--- config.mk ---
export PLATFORM = sky130hd
export DESIGN_NAME = intersection_ctrl
export DESIGN_NICKNAME = d
export VERILOG_FILES = /design/src/rtl/intersection_pkg.sv /design/src/rtl/phase_timer.sv /design/src/rtl/intersection_ctrl.sv
export SDC_FILE = /design/constraint.sdc
export NUM_CORES = 1
export LEC_CHECK = 0
export ABC_AREA = 1
export BUFFER_PORTS_ARGS = -buffer_cell sky130_fd_sc_hd__buf_4
export CAP_MARGIN = 20
export CORE_MARGIN = 2
export CORE_UTILIZATION = 40
export DETAILED_ROUTE_END_ITERATION = 16
export SLEW_MARGIN = 10
export SYNTH_ARGS = -nofsm -noshare
export SYNTH_HDL_FRONTEND = slang
export SYNTH_SLANG_ARGS = --single-unit
--- constraint.sdc ---
create_clock -name clk -period 5.17 [get_ports clk]
set_input_delay 0.2585 -clock clk [delete_from_list [all_inputs] [get_ports clk]]
set_output_delay 0.2585 -clock clk [all_outputs]
set_load 0.03 [all_outputs]
--- src/rtl/intersection_pkg.sv ---
// Shared light encodings, controller state enum and head decode for intersection_ctrl.
// Latency: n/a (types and pure functions only).
// Backpressure: n/a.
package intersection_pkg;

    localparam logic [2:0] RED    = 3'b100;
    localparam logic [2:0] YELLOW = 3'b010;
    localparam logic [2:0] GREEN  = 3'b001;
    localparam logic [2:0] DARK   = 3'b000;

    typedef enum logic [2:0] {
        MAIN_G,
        MAIN_Y,
        RED1,
        SIDE_G,
        SIDE_Y,
        RED2,
        FLASH
    } state_t;

    typedef struct packed {
        logic [2:0] main;
        logic [2:0] side;
    } heads_t;

    // Timer reload value for a phase of t cycles; zero or negative durations act as one cycle.
    function automatic int dur_m1(input int t);
        return (t < 1) ? 0 : t - 1;
    endfunction

    function automatic heads_t heads_of(input state_t st, input logic lit);
        heads_t h;
        h.main = RED;
        h.side = RED;
        case (st)
            MAIN_G: h.main = GREEN;
            MAIN_Y: h.main = YELLOW;
            SIDE_G: h.side = GREEN;
            SIDE_Y: h.side = YELLOW;
            FLASH: begin
                h.main = lit ? YELLOW : DARK;
                h.side = lit ? RED : DARK;
            end
            default: ;
        endcase
        return h;
    endfunction

endpackage

--- src/rtl/phase_timer.sv ---
// Loadable down-counter that holds at zero; expired is high while the count is zero.
// Latency: load takes effect on the next edge; expired is combinational from the count.
// Backpressure: none.
module phase_timer #(
    parameter int               CNT_W   = 8,
    parameter logic [CNT_W-1:0] RST_VAL = '0
) (
    input  logic             clk,
    input  logic             rst_n,
    input  logic             load,
    input  logic [CNT_W-1:0] load_val,
    output logic             expired
);

    logic [CNT_W-1:0] cnt;

    always_ff @(posedge clk or negedge rst_n) begin
        if (!rst_n) begin
            cnt <= RST_VAL;
        end else if (load) begin
            cnt <= load_val;
        end else if (cnt != '0) begin
            cnt <= cnt - CNT_W'(1);
        end
    end

    assign expired = (cnt == '0);

endmodule

--- src/rtl/intersection_ctrl.sv ---
// Two-approach intersection sequencer with all-red clearance, side/ped demand and night flash.
// Latency: outputs registered, change on the same edge as the state.
// Backpressure: none; requests are sticky until served.
module intersection_ctrl
    import intersection_pkg::*;
#(
    parameter int CNT_W      = 8,
    parameter int T_MAIN_MIN = 20,
    parameter int T_SIDE     = 10,
    parameter int T_YEL      = 4,
    parameter int T_RED      = 2,
    parameter int T_FLASH    = 8
) (
    input  logic       clk,
    input  logic       rst_n,
    input  logic       side_req,
    input  logic       ped_btn,
    input  logic       flash_en,
    output logic [2:0] main_light,
    output logic [2:0] side_light,
    output logic       ped_walk
);

    localparam logic [CNT_W-1:0] D_MAIN  = CNT_W'(dur_m1(T_MAIN_MIN));
    localparam logic [CNT_W-1:0] D_SIDE  = CNT_W'(dur_m1(T_SIDE));
    localparam logic [CNT_W-1:0] D_YEL   = CNT_W'(dur_m1(T_YEL));
    localparam logic [CNT_W-1:0] D_RED   = CNT_W'(dur_m1(T_RED));
    localparam logic [CNT_W-1:0] D_FLASH = CNT_W'(dur_m1(T_FLASH));

    state_t           state_q, state_d;
    logic             phase_exp, phase_load;
    logic [CNT_W-1:0] phase_val;
    logic             flash_exp, flash_load;
    logic             flash_lit_q, flash_lit_d;
    logic             side_pend_q, side_pend_d;
    logic             ped_pend_q, ped_pend_d;
    logic             walk_lat, walk_lat_d;
    logic             entering_side, in_flash;
    heads_t           heads_d;

    phase_timer #(
        .CNT_W   (CNT_W),
        .RST_VAL (D_RED)
    ) u_phase_timer (
        .clk      (clk),
        .rst_n    (rst_n),
        .load     (phase_load),
        .load_val (phase_val),
        .expired  (phase_exp)
    );

    phase_timer #(
        .CNT_W   (CNT_W),
        .RST_VAL (D_FLASH)
    ) u_flash_timer (
        .clk      (clk),
        .rst_n    (rst_n),
        .load     (flash_load),
        .load_val (D_FLASH),
        .expired  (flash_exp)
    );

    always_comb begin
        state_d = state_q;
        case (state_q)
            // A request seen this very cycle counts, so demand after min green leaves on the next edge.
            MAIN_G: if (phase_exp && (side_pend_q || ped_pend_q || side_req || ped_btn)) state_d = MAIN_Y;
            MAIN_Y: if (phase_exp) state_d = RED1;
            RED1:   if (phase_exp) state_d = SIDE_G;
            SIDE_G: if (phase_exp) state_d = SIDE_Y;
            SIDE_Y: if (phase_exp) state_d = RED2;
            RED2:   if (phase_exp) state_d = MAIN_G;
            FLASH:  state_d = RED2;
            default: state_d = RED2;
        endcase
        if (flash_en) begin
            state_d = FLASH;
        end
    end

    always_comb begin
        phase_val = '0;
        case (state_d)
            MAIN_G:         phase_val = D_MAIN;
            MAIN_Y, SIDE_Y: phase_val = D_YEL;
            RED1, RED2:     phase_val = D_RED;
            SIDE_G:         phase_val = D_SIDE;
            default:        phase_val = '0;
        endcase
    end

    assign phase_load    = (state_d != state_q);
    assign entering_side = (state_d == SIDE_G) && (state_q != SIDE_G);
    assign in_flash      = (state_q == FLASH) || (state_d == FLASH);

    // Blink timer free-reloads outside FLASH so the first lit half is always full length.
    assign flash_load  = (state_q != FLASH) || flash_exp;
    assign flash_lit_d = (state_q != FLASH) ? 1'b1 : (flash_exp ? ~flash_lit_q : flash_lit_q);

    always_comb begin
        side_pend_d = side_pend_q | side_req;
        ped_pend_d  = ped_pend_q | ped_btn;
        walk_lat_d  = (state_d == SIDE_G) ? walk_lat : 1'b0;
        if (in_flash) begin
            side_pend_d = 1'b0;
            ped_pend_d  = 1'b0;
            walk_lat_d  = 1'b0;
        end else if (entering_side) begin
            side_pend_d = side_req;
            ped_pend_d  = ped_btn;
            walk_lat_d  = ped_pend_q;
        end
    end

    assign heads_d = heads_of(state_d, flash_lit_d);

    always_ff @(posedge clk or negedge rst_n) begin
        if (!rst_n) begin
            state_q     <= RED2;
            flash_lit_q <= 1'b1;
            side_pend_q <= 1'b0;
            ped_pend_q  <= 1'b0;
            walk_lat    <= 1'b0;
            main_light  <= RED;
            side_light  <= RED;
        end else begin
            state_q     <= state_d;
            flash_lit_q <= flash_lit_d;
            side_pend_q <= side_pend_d;
            ped_pend_q  <= ped_pend_d;
            walk_lat    <= walk_lat_d;
            main_light  <= heads_d.main;
            side_light  <= heads_d.side;
        end
    end

    assign ped_walk = walk_lat;

endmodule

==> results.sh <==
export IMPL_root_buffer="clkbuf_8"
export IMPL_max_freq_mhz=511
export IMPL_worstMarginPinSlew_ps=371
export IMPL_finalCritPeriodShare=0.379
export IMPL_post_synth_cell_area_avg_um2=8.81
export IMPL_maxCapViolations=0
export IMPL_syn_inst=174
export IMPL_min_delay_start="flash_en"
export IMPL_crit_start="u_phase_timer.cnt[0]$_DFFE_PN1P_"
export IMPL_wl_met2_um=1320
export IMPL_clk_pin_slew_ps=60
export IMPL_p_leak_nw=0.881
export IMPL_synthMuxAreaShare=0
export IMPL_multi_input_area_um2=713
export IMPL_timing_final_crit_period_ps=1960
export IMPL_cts_resized_gates=0
export IMPL_p_switching_mw=0.357
export IMPL_synthTopCellsByCount="nand2_1, nor2_1, dfrtp_1"
export IMPL_synth_compound_area_frac=0.0743
export IMPL_critPathCaptureType="flop"
export IMPL_hpwlAfterDp_um=2050
export IMPL_via_per_inst=4.74
export IMPL_regToRegStartpoint="u_phase_timer.cnt[0]$_DFFE_PN1P_"
export IMPL_met3_length_um=88
export IMPL_final_util=0.485
export IMPL_path_class="flop to flop"
export IMPL_cts_htree_levels=2
export IMPL_coreArea_um2=3660
export IMPL_drt_total_wl_um=2740
export IMPL_wire_per_inst_um=11.3
export IMPL_first_global_vias=1178
export IMPL_synthToLayoutAreaGrowth_pct=15.8
export IMPL_antenna_found_initial=0
export IMPL_grt_remaining_overflow=0
export IMPL_cts_sinks=29
export IMPL_rows=22
export IMPL_drcViolationCount=0
export IMPL_grtUsageTotal=0.156
export IMPL_pin_count=12
export IMPL_synth_edf_count=0
export IMPL_rsz0062_at_grt="false"
export IMPL_nNetsFinal=202
export IMPL_numCtsBuffers=5
export IMPL_peakVddDrop_mv=0.239
export IMPL_ant_nets=0
export IMPL_met1_length_um=1270
export IMPL_diodes=0
export IMPL_worst_skew_pair_late_latency_ps=280
export IMPL_hold_viol=0
export IMPL_yosysSeqAreaShare=0.481
export IMPL_drive_gt1_frac=0.284
export IMPL_synth_cell_type_count=29
export IMPL_die_area_um2=4340
export IMPL_switching_share=0.404
export IMPL_dr_pass1_iters=5
export IMPL_grt_max_degree=30
export IMPL_synth_async_reset_ratio=1.00
export IMPL_synth_area_um2=1530
export IMPL_grt_pass1_wl_um=5040
export IMPL_netlist_area_leader_share=0.327
export IMPL_synth_top_area_cell="dfrtp_1"
export IMPL_synth_top_family_by_area="simple AND/OR/NAND/NOR gates"
export IMPL_gp_congestion=0.767
export IMPL_worstPathMaxFanout=9
export IMPL_finalNonFillerCells=242
export IMPL_p_per_area_nw_per_um2=497
export IMPL_synth_flop_cell="dfrtp_1"
export IMPL_p_int_mw=0.526
export IMPL_fin_tns_setup_ps=0
export IMPL_pwr_share_clk=0.211
export IMPL_synth_net_count=183
export IMPL_yosys_warnings=0
export IMPL_dr_first_iter_drc_count=40
export IMPL_status="completed"
export IMPL_skew_ps=4.11
export IMPL_highest_layer="met4"
export IMPL_maxSlewViolCount=0
export IMPL_seqPwrFrac=0.370
export IMPL_fin_total_pwr_mw=0.883
export IMPL_synth_area_top_cells="dfrtp_1, dfstp_2, nand2_1"
export IMPL_synth_most_common_cell="nand2_1"
export IMPL_die_h_um=65.9
export IMPL_initial_core_util=0.419
export IMPL_seq_area_um2=737
export IMPL_postCtsHoldBufs=1
export IMPL_critPathLaunchType="flop"
export IMPL_placed_cells=233
export IMPL_cts_tree="done"
export IMPL_fillerInstances=362
export IMPL_max_slew_margin_rel=0.753
export IMPL_cp_data_arrival_time_ps=2180
export IMPL_synthAdderAreaFrac=0.0327
export IMPL_hold_path_class="input port to flop"
export IMPL_port_buffers=11
export IMPL_synth_simple_area_share=0.313
export IMPL_finalSetupViolCount=0
export IMPL_num_vias=1146
export IMPL_die_w_um=65.9
export IMPL_synth_xor_area_frac=0.0457
export IMPL_clockBufferDepth=2
export IMPL_cts_setup_buffers=0
export IMPL_comb_power_share=0.419
export IMPL_ys_ff_latch=29
export IMPL_cp_required_ps=5390
-- per-layer routing --
layer  up-vias  track usage
met1       536        0.183
met3         7       0.0426
met5         -            0
met2        15        0.256
met4         0       0.0833
li1        588            -
-- cells in the final DEF, fill, tap and decap left out, types with 2 or more instances in the layout --
cell / n
a21oi_1: 6
a21oi_2: 2
buf_4: 11
clkbuf_1: 2
clkbuf_8: 6
dfrtp_1: 20
dfstp_2: 9
ha_1: 4
inv_1: 15
inv_2: 6
nand2_1: 30
nand2_2: 5
nand2_4: 3
nand3_1: 6
nand3_2: 2
nand4_1: 4
nor2_1: 24
nor2_2: 5
nor3_1: 5
nor3b_1: 2
o21ai_0: 6
o21ai_1: 4
xor2_1: 7
-- power by group through the flow --
stage / registers [mW] / clock network [mW] / logic, mW
after detailed placement: 0.329 / 0 / 0.371
after global routing: 0.334 / 0.206 / 0.414
after CTS: 0.327 / 0.194 / 0.375
after floorplan: 0.341 / 0 / 0.277
after global placement: 0.329 / 0 / 0.363
final: 0.326 / 0.186 / 0.370
-- worst max-delay path: stages (launching register included) --
cell     delay, ps
dfstp_2        540
inv_1           80
ha_1           230
nand2_4        100
nor2_8          60
nand2_2        110
nand2_1         70
a21oi_1        320
nand3_4        190
nand2_1         90
nand2_1         50
inv_1           50
-- metrics by stage --
step / hold WS (ps) / setup slack (ps) / instance area [um^2]
6_report: 152 / 3210 / 1780
5_1_grt: 154 / 3090 / 1780
4_1_cts: 145 / 3200 / 1780
3_5_place_dp: 197 / 3220 / 1680
3_3_place_gp: 196 / 3270 / 1680
2_1_floorplan: -37.1 / 3420 / 1530
-- state kept, by name, indices dropped and copies added (netlist names) --
register	count
u_flash_timer.cnt	8
u_phase_timer.cnt	8
main_light	3
side_light	3
state_q	3
flash_lit_q	1
ped_pend_q	1
ped_walk	1
side_pend_q	1
-- layout make-up --
type,instances,area share
clock buffers,8,0.0507
inverters,22,0.0465
multi-input cells,123,0.402
flip-flops and latches,29,0.415
well taps,48,0.0338
repair buffers,12,0.0521
-- worst paths after layout --
kind / end / slack [ps] / cells past startpoint
worst max-delay path: u_phase_timer.cnt[1]$_DFFE_PN0P_ / 3210 / 11
worst min-delay path: main_light[2]$_DFF_PN1_ / 150 / 2
worst max register to register: u_phase_timer.cnt[1]$_DFFE_PN0P_ / 3210 / 11
worst min register to register: u_flash_timer.cnt[0]$_DFFE_PN1P_ / 450 / 1
max in group asynchronous: u_phase_timer.cnt[0]$_DFFE_PN1P_ / 4430 / 2
min in group asynchronous: u_flash_timer.cnt[4]$_DFFE_PN0P_ / 430 / 2
-- logic make-up (layout without fill, tap and decap cells) --
group	after synthesis	after routing
AND/OR/NAND/NOR	91	91
flip-flops	29	29
buffers and inverters	22	42
AO/OA/AOI/OAI	20	20
XOR/XNOR	8	8
adder cells (fa/ha/maj)	4	4
Note: power is estimated with default switching activity, not from simulation.
